File: src/rtl/audio_pwm_out_if.sv
// Sample stream handshake between the FIR output and the PWM output stage.
interface audio_pwm_out_if #(
    parameter int unsigned IN_WIDTH = 16
);
    logic [IN_WIDTH-1:0] sample;
    logic                valid;
    logic                ready;

    // Producer side: drives samples, observes back-pressure.
    modport master (
        output sample,
        output valid,
        input  ready
    );

    // Consumer side: the PWM output stage.
    modport slave (
        input  sample,
        input  valid,
        output ready
    );
endinterface

File: src/rtl/audio_pwm_out.sv
// Audio PWM output stage: one-entry sample buffer, shift volume, mute, and
// duty updates only on period boundaries. Define AUDIO_PWM_DITHER_EN to add
// LFSR dither ahead of truncation to PWM resolution.
module audio_pwm_out #(
    parameter int unsigned IN_WIDTH  = 16,
    parameter int unsigned PWM_WIDTH = 8,
    parameter int unsigned VOL_WIDTH = 3
) (
    input  logic                 clk_in,
    input  logic                 rst_in,
    audio_pwm_out_if.slave       bus,
    input  logic [VOL_WIDTH-1:0] vol_in,
    input  logic                 mute_in,
    output logic                 pwm_out,
    output logic                 period_start_out,
    output logic                 underrun_out
);
    localparam int unsigned DROP = IN_WIDTH - PWM_WIDTH;
    localparam logic [PWM_WIDTH-1:0] CNT_MAX = {PWM_WIDTH{1'b1}};
    localparam logic [PWM_WIDTH-1:0] MID     = {1'b1, {(PWM_WIDTH-1){1'b0}}};

    logic [PWM_WIDTH-1:0]        count;
    logic [PWM_WIDTH-1:0]        level;
    logic [PWM_WIDTH-1:0]        level_next_c;
    logic [IN_WIDTH-1:0]         pend;
    logic                        pend_valid;
    logic [VOL_WIDTH-1:0]        shift_c;
    logic signed [IN_WIDTH-1:0]  scaled_c;
    logic [IN_WIDTH-1:0]         trunc_c;
    logic                        period_end_c;
    logic                        accept_c;

    assign period_end_c = (count == CNT_MAX);
    assign bus.ready    = !rst_in && !pend_valid;
    assign accept_c     = bus.valid && bus.ready;

`ifdef AUDIO_PWM_DITHER_EN
    logic [15:0]       lfsr;
    logic [IN_WIDTH:0] sum_c;

    // Dither sequence, stepped once per period end.
    always_ff @(posedge clk_in) begin
        if (rst_in) begin
            lfsr <= 16'hACE1;
        end else if (period_end_c) begin
            lfsr <= {lfsr[14:0], lfsr[15] ^ lfsr[13] ^ lfsr[12] ^ lfsr[10]};
        end
    end

    // Add dither below the kept bits; saturate on positive overflow.
    always_comb begin
        sum_c = {scaled_c[IN_WIDTH-1], scaled_c} + (IN_WIDTH+1)'(lfsr[DROP-1:0]);
        if (!sum_c[IN_WIDTH] && sum_c[IN_WIDTH-1]) begin
            trunc_c = {1'b0, {(IN_WIDTH-1){1'b1}}};
        end else begin
            trunc_c = sum_c[IN_WIDTH-1:0];
        end
    end
`else
    // Plain truncation.
    always_comb begin
        trunc_c = scaled_c;
    end
`endif

    // Volume shift, then top bits with inverted MSB give offset-binary duty.
    always_comb begin
        shift_c  = ~vol_in;
        scaled_c = $signed(pend) >>> shift_c;
        if (mute_in) begin
            level_next_c = MID;
        end else begin
            level_next_c = PWM_WIDTH'(trunc_c >> DROP) ^ MID;
        end
    end

    // Period counter, PWM compare and boundary pulses.
    always_ff @(posedge clk_in) begin
        if (rst_in) begin
            count            <= '0;
            pwm_out          <= 1'b0;
            period_start_out <= 1'b0;
            underrun_out     <= 1'b0;
        end else begin
            count            <= count + PWM_WIDTH'(1);
            pwm_out          <= (count < level);
            period_start_out <= period_end_c;
            underrun_out     <= period_end_c && !pend_valid;
        end
    end

    // Pending slot: filled on accept, drained into level at period end.
    always_ff @(posedge clk_in) begin
        if (rst_in) begin
            level      <= MID;
            pend       <= '0;
            pend_valid <= 1'b0;
        end else if (period_end_c && pend_valid) begin
            level      <= level_next_c;
            pend_valid <= 1'b0;
        end else if (accept_c) begin
            pend       <= bus.sample;
            pend_valid <= 1'b1;
        end
    end
endmodule
File: src/flat_wrapper.sv
// flat-port wrapper written by rule: the top's interface ports become plain ports
module audio_pwm_out_flat 
#(
    parameter int unsigned IN_WIDTH  = 16,
    parameter int unsigned PWM_WIDTH = 8,
    parameter int unsigned VOL_WIDTH = 3
)
  (clk_in, rst_in, vol_in, mute_in, pwm_out, period_start_out, underrun_out, bus_sample, bus_valid, bus_ready);
  audio_pwm_out_if #(.IN_WIDTH(IN_WIDTH)) bus_i ();
  input  logic clk_in;
  input  logic rst_in;
  input  logic [VOL_WIDTH-1:0] vol_in;
  input  logic mute_in;
  output logic pwm_out;
  output logic period_start_out;
  output logic underrun_out;
  input wire logic [$bits(bus_i.sample)-1:0] bus_sample;
  input wire logic [$bits(bus_i.valid)-1:0] bus_valid;
  output wire logic [$bits(bus_i.ready)-1:0] bus_ready;
  assign bus_i.sample = bus_sample;
  assign bus_i.valid = bus_valid;
  assign bus_ready = bus_i.ready;
  audio_pwm_out #(.IN_WIDTH(IN_WIDTH), .PWM_WIDTH(PWM_WIDTH), .VOL_WIDTH(VOL_WIDTH)) u_core (.clk_in(clk_in), .rst_in(rst_in), .bus(bus_i), .vol_in(vol_in), .mute_in(mute_in), .pwm_out(pwm_out), .period_start_out(period_start_out), .underrun_out(underrun_out));
endmodule
File: config.mk
export PLATFORM = sky130hd
export DESIGN_NAME = audio_pwm_out_flat
export DESIGN_NICKNAME = d
export VERILOG_FILES = /design/src/rtl/audio_pwm_out_if.sv /design/src/rtl/audio_pwm_out.sv /design/src/flat_wrapper.sv
export SDC_FILE = /design/constraint.sdc
export NUM_CORES = 1
export LEC_CHECK = 0
export ABC_AREA = 1
export BUFFER_PORTS_ARGS = -buffer_cell sky130_fd_sc_hd__buf_4
export CAP_MARGIN = 20
export CORE_ASPECT_RATIO = 1.5
export CORE_MARGIN = 4
export CORE_UTILIZATION = 30
export CTS_CLUSTER_SIZE = 20
export DETAILED_ROUTE_END_ITERATION = 8
export MAX_ROUTING_LAYER = met4
export PLACE_DENSITY = 0.53
export SLEW_MARGIN = 20
export SYNTH_ARGS = -nofsm -noshare
export SYNTH_HDL_FRONTEND = slang
export SYNTH_SLANG_ARGS = --single-unit
File: constraint.sdc
create_clock -name clk_in -period 3.6 [get_ports clk_in]
set_input_delay 0.36 -clock clk_in [delete_from_list [all_inputs] [get_ports clk_in]]
set_output_delay 0.36 -clock clk_in [all_outputs]
set_load 0.02 [all_outputs]
Word level (Yosys, flattened, before mapping)
Index checks and enable logic that the tools add are counted.
{"block": "op_classes", "addsub": 1, "magnitude_cmp": 1, "eq_ne": 1, "n_shift": 1, "muxes": 1, "bitwise_logic": 3, "n_reduce_logical": 8}
{"op": "$sshr A16 B3 Y16", "n": 1}
{"op": "$add A8 B1 Y8 const B", "n": 1}
{"op": "$eq A8 B8 Y1 const B", "n": 1}
{"op": "$lt A8 B8 Y1", "n": 1}
{"op": "$mux W8", "n": 1}
{"op": "$logic_and A1 B1 Y1", "n": 4}
{"op": "$not A3 Y3", "n": 1}
{"op": "$logic_not A1 Y1", "n": 2}
{"op": "$not A1 Y1", "n": 2}
{"op": "$reduce_and A2 Y1", "n": 1}
{"op": "$reduce_or A2 Y1", "n": 1}
{"block": "word_totals", "reg_bits": 36, "inputBits": 23, "out_inout_bits": 4, "elab_cells": 23}

Logic depth before layout (Yosys ltp)
{"block": "depth", "word_depth": 4, "ltp_mapped": 9, "depth_no_buf": 8}

Worst setup path after synthesis
Ideal clock, no wire load.
{"block": "synth_timing", "path_kind": "input to output", "startpoint": "in rst_in", "endpoint": "out bus_ready", "arrival_ns": 1.084, "t_required_ns": 3.240, "setup_slack_ns": 2.156, "cell_stages": 3, "n_path_buf": 2, "cell_sequence": "buf_2 buf_1 nor2_1"}
{"block": "synth_between", "elab_chain_len": 2}
{"item": "start, declared", "line_no": "flat_wrapper.sv:11", "text": "input logic rst_in;"}
{"item": "$logic_not A1 Y1", "line_no": "audio_pwm_out.sv:34", "text": "assign bus.ready = !rst_in && !pend_valid;"}
{"item": "$logic_and A1 B1 Y1", "line_no": "audio_pwm_out.sv:34"}
{"item": "end, declared", "line_no": "flat_wrapper.sv:19", "text": "output wire logic [$bits(bus_i.ready)-1:0] bus_ready;"}
No other way between the ends.

Worst setup path in the final report
{"block": "layout_timing", "startpoint": "reg u_core.count[0]", "endpoint": "reg u_core.level[1]"}
{"block": "layout_between", "elab_chain_len": 2}
{"item": "start, declared", "line_no": "audio_pwm_out.sv:22", "text": "logic [PWM_WIDTH-1:0] count;"}
{"item": "start signal, assigned", "line_no": "audio_pwm_out.sv:85", "text": "count <= count + PWM_WIDTH'(1);"}
{"item": "$eq A8 B8 Y1", "line_no": "audio_pwm_out.sv:33", "text": "assign period_end_c = (count == CNT_MAX);"}
{"item": "$logic_and A1 B1 Y1", "line_no": "audio_pwm_out.sv:98", "text": "end else if (period_end_c && pend_valid) begin"}
{"item": "end signal, assigned", "line_no": "audio_pwm_out.sv:99", "text": "level <= level_next_c;"}
{"item": "end, declared", "line_no": "audio_pwm_out.sv:23", "text": "logic [PWM_WIDTH-1:0] level;"}
No other way between the ends.
A chain may end at the register's enable or synchronous reset.

==> metrics.txt <==
status finished, final reports clean; initial antenna violation count 0; CTS Sinks 28; post-synthesis register bit count 28; Slew Viols, Final 0; DRT iter0 DRCs 34; Post-CTS Hold Buffers 0; post-DP HPWL between 2000 and 2500 um; Port Buf Inserts 18; cells after synthesis slightly above 200; FP Rows 31; max layer used met4; cts repair resizes 0; CP Max Fanout 9; startpoint types flip-flop; RSZ-0062 raised after global routing no; synth-to-layout area growth 15.3%; Synth Area per Inst around 7 sq um; Post-DRT Antenna Nets 0; WL final ~3000 um; Data arrival, critical path about 1.7 ns; setup violators final 0; complex-gate fraction of the synthesized area 13.6%; commonest cells in the netlist nand2_1 (73), dfxtp_1 (28), inv_1 (27), nand3_1 (14), nor2_1 (10); mux cell area share after synthesis 0%; clock tree buffer depth 2; Top Family by Delay on Critical Path simple AND/OR/NAND/NOR gates; sequential fraction of the synthesis area 37.8%; First-pass DRT Iterations 4; largest family of logic cells by synthesized area simple AND/OR/NAND/NOR gates; Yosys Warn Count 0; CTS tree done; layout cell share with drive strength beyond 1 between 10 and 15%; Max-slew headroom between 50% and 60%; Worst Tran Pin Value about 0.6 ns; final instance area between 0.0015 and 0.002 sq mm; routability-driven placement congestion ratio 0.868; WS Path Type reg2reg; syn nets between 200 and 250; area share of fa/ha/maj cells after synthesis 6.75%; clock-pin slew on the worst setup and hold paths 0.09 ns; total gr overflow 0; post-CTS setup buffer count 0; drt via density 4.35; Crit. Startpoint u_core.count[0]$_SDFF_PP0_; period utilisation layout between 40% and 50%; worst vdd ir 145 uV; Die X ~65 um; H-tree Lvls 1; core box area 0.00481 sq mm; Post-Synth Simple-Gate Area ~32%; wire per inst between 10 and 15 um; RR Startpoint u_core.count[0]$_SDFF_PP0_; Lkg Pwr 0.766 nW; CP endpoint kind flip-flop; area leader, netlist dfxtp_1; Async SR Flop Fraction 0%; Initial Util between 30% and 40%; setup tns final 0 ns; worst path required time roughly 3.8 ns; area share of the largest cell type after synthesis 37.8%; Syn Std Cell Area between 0.001 and 0.0015 sq mm; Synth Area in XOR/XNOR less than 1%; routed vias between 1,000 and 1,500; largest net degree at the start of global routing 27; Synth Flop Type dfxtp_1; diode count 0; Highest Clock Rate between 600 and 700 MHz; Total GRT Usage between 10% and 20%; Final Hold Viols 0; Ports 27; clk_lat worst skew 0.27 ns; CTS root buffer clkbuf_8; CTS buffer count 3; max_cap viols 0; min Tclk post-route roughly 1.5 ns; slowest CP cell dfxtp_1; final core utilization a little over a third; vias in the first global route approximately 1,300; Hold Crit Start bus_sample[12]; drt drc 0; met2 WL post-DR around 1600 um; CP peak stage delay 0.39 ns; dpl cell area 0.00167 sq mm; first-pass GRT wire length 5420 um; Synth area leaders dfxtp_1 (38%), nand2_1 (18%), inv_1 (6.8%); synth unique cells 21; Setup Skew between 0.002 and 0.0025 ns; fin nets 254; power per cell area around 340 mW/mm^2; cell chain of the critical path ha_1 -> nand3_2 -> nor2_4 -> nand3_4 -> nor2_8 -> nand2_1 -> a21oi_2; worst hold path class in2reg; Met3 Wirelength about 45 um; met1 wire length ~1300 um; most common cell in the netlist nand2_1; CP bufs+invs 0; Chip Height about 94 um; Die ar. roughly 0.0062 sq mm; Post-synth EDFFs 0
[cell families after synthesis]
| group | count (synthesis) |
|---|---|
| AO/OA/AOI/OAI | 30 |
| AND/OR/NAND/NOR | 106 |
| buffers and inverters | 34 |
| flip-flops | 28 |
| XOR/XNOR | 1 |
| adder cells (fa/ha/maj) | 8 |
[final timing paths]
path | endpoint | slack, ns | cells after the start
setup / recovery | u_core.level[1]$_SDFFE_PP0P_ | 2.11 | 7
hold / removal | u_core.pend[12]$_SDFFE_PP0P_ | 0.28 | 3
setup reg to reg | u_core.level[1]$_SDFFE_PP0P_ | 2.11 | 7
hold reg to reg | u_core.count[0]$_SDFF_PP0_ | 0.47 | 1
[state kept, by name, summed over array words and instances (netlist names)]
| signal | count |
|---|---|
| u_core.count | 8 |
| u_core.level | 8 |
| u_core.pend | 8 |
| u_core.pend_valid | 1 |
| u_core.period_start_out | 1 |
| u_core.pwm_out | 1 |
| u_core.underrun_out | 1 |
[power breakdown]
part | switching, mW | leakage (nW) | internal [mW] | total [mW]
clock network | 0.0931 | 0.0216 | 0.0750 | 0.168
registers | 0.00712 | 0.228 | 0.321 | 0.328
logic | 0.0498 | 0.516 | 0.0340 | 0.0838
[through the flow]
stage	hold WS (ns)	setup WS [ns]	power, mW	cells
3_5_place_dp	0.457	2.08	0.421	284
4_1_cts	0.280	2.08	0.590	287
5_1_grt	0.293	1.96	0.616	287
3_3_place_gp	0.450	2.09	0.420	284
6_report	0.282	2.11	0.580	287
2_1_floorplan	0.427	2.16	0.394	207
[worst reg2reg max path, stage by stage (launching register included)]
cell     delay [ns]
dfxtp_1        0.39
ha_1           0.22
nand3_2        0.12
nor2_4         0.17
nand3_4        0.17
nor2_8         0.17
nand2_1        0.09
a21oi_2        0.11
[cells in the final DEF (no fill, tap or decap)]
cell type,netlist,final
nand3_4,1,1
nand2_1,73,73
nor2_1,10,10
nand3_2,1,1
inv_1,27,27
xnor2_1,1,1
nor3_4,1,1
o21ai_0,5,5
a21oi_1,8,8
nand3_1,14,14
nor2_8,1,1
clkbuf_8,0,3
dfxtp_1,28,28
nor2_4,1,1
a21oi_2,7,7
nor3_1,3,3
ha_1,8,8
and3_1,1,1
o211ai_1,2,2
o31ai_1,8,8
buf_4,0,18
[layer usage]
layer	up-vias	GRT usage, %
li1	687	-
met1	551	12.6
met2	8	20.1
met3	2	1.44
met4	0	4.15
met5	-	-
[cell type report]
| class | instances | area [sq um] |
|---|---|---|
| Fill cell | 551 | 3100 |
| Multi-Input combinational cell | 145 | 788 |
| Sequential cell | 28 | 561 |
| Timing Repair Buffer | 18 | 135 |
| Inverter | 27 | 101 |
| Tap cell | 66 | 82.6 |
| Clock buffer | 3 | 41.3 |
(Power assumes the default switching activity.)
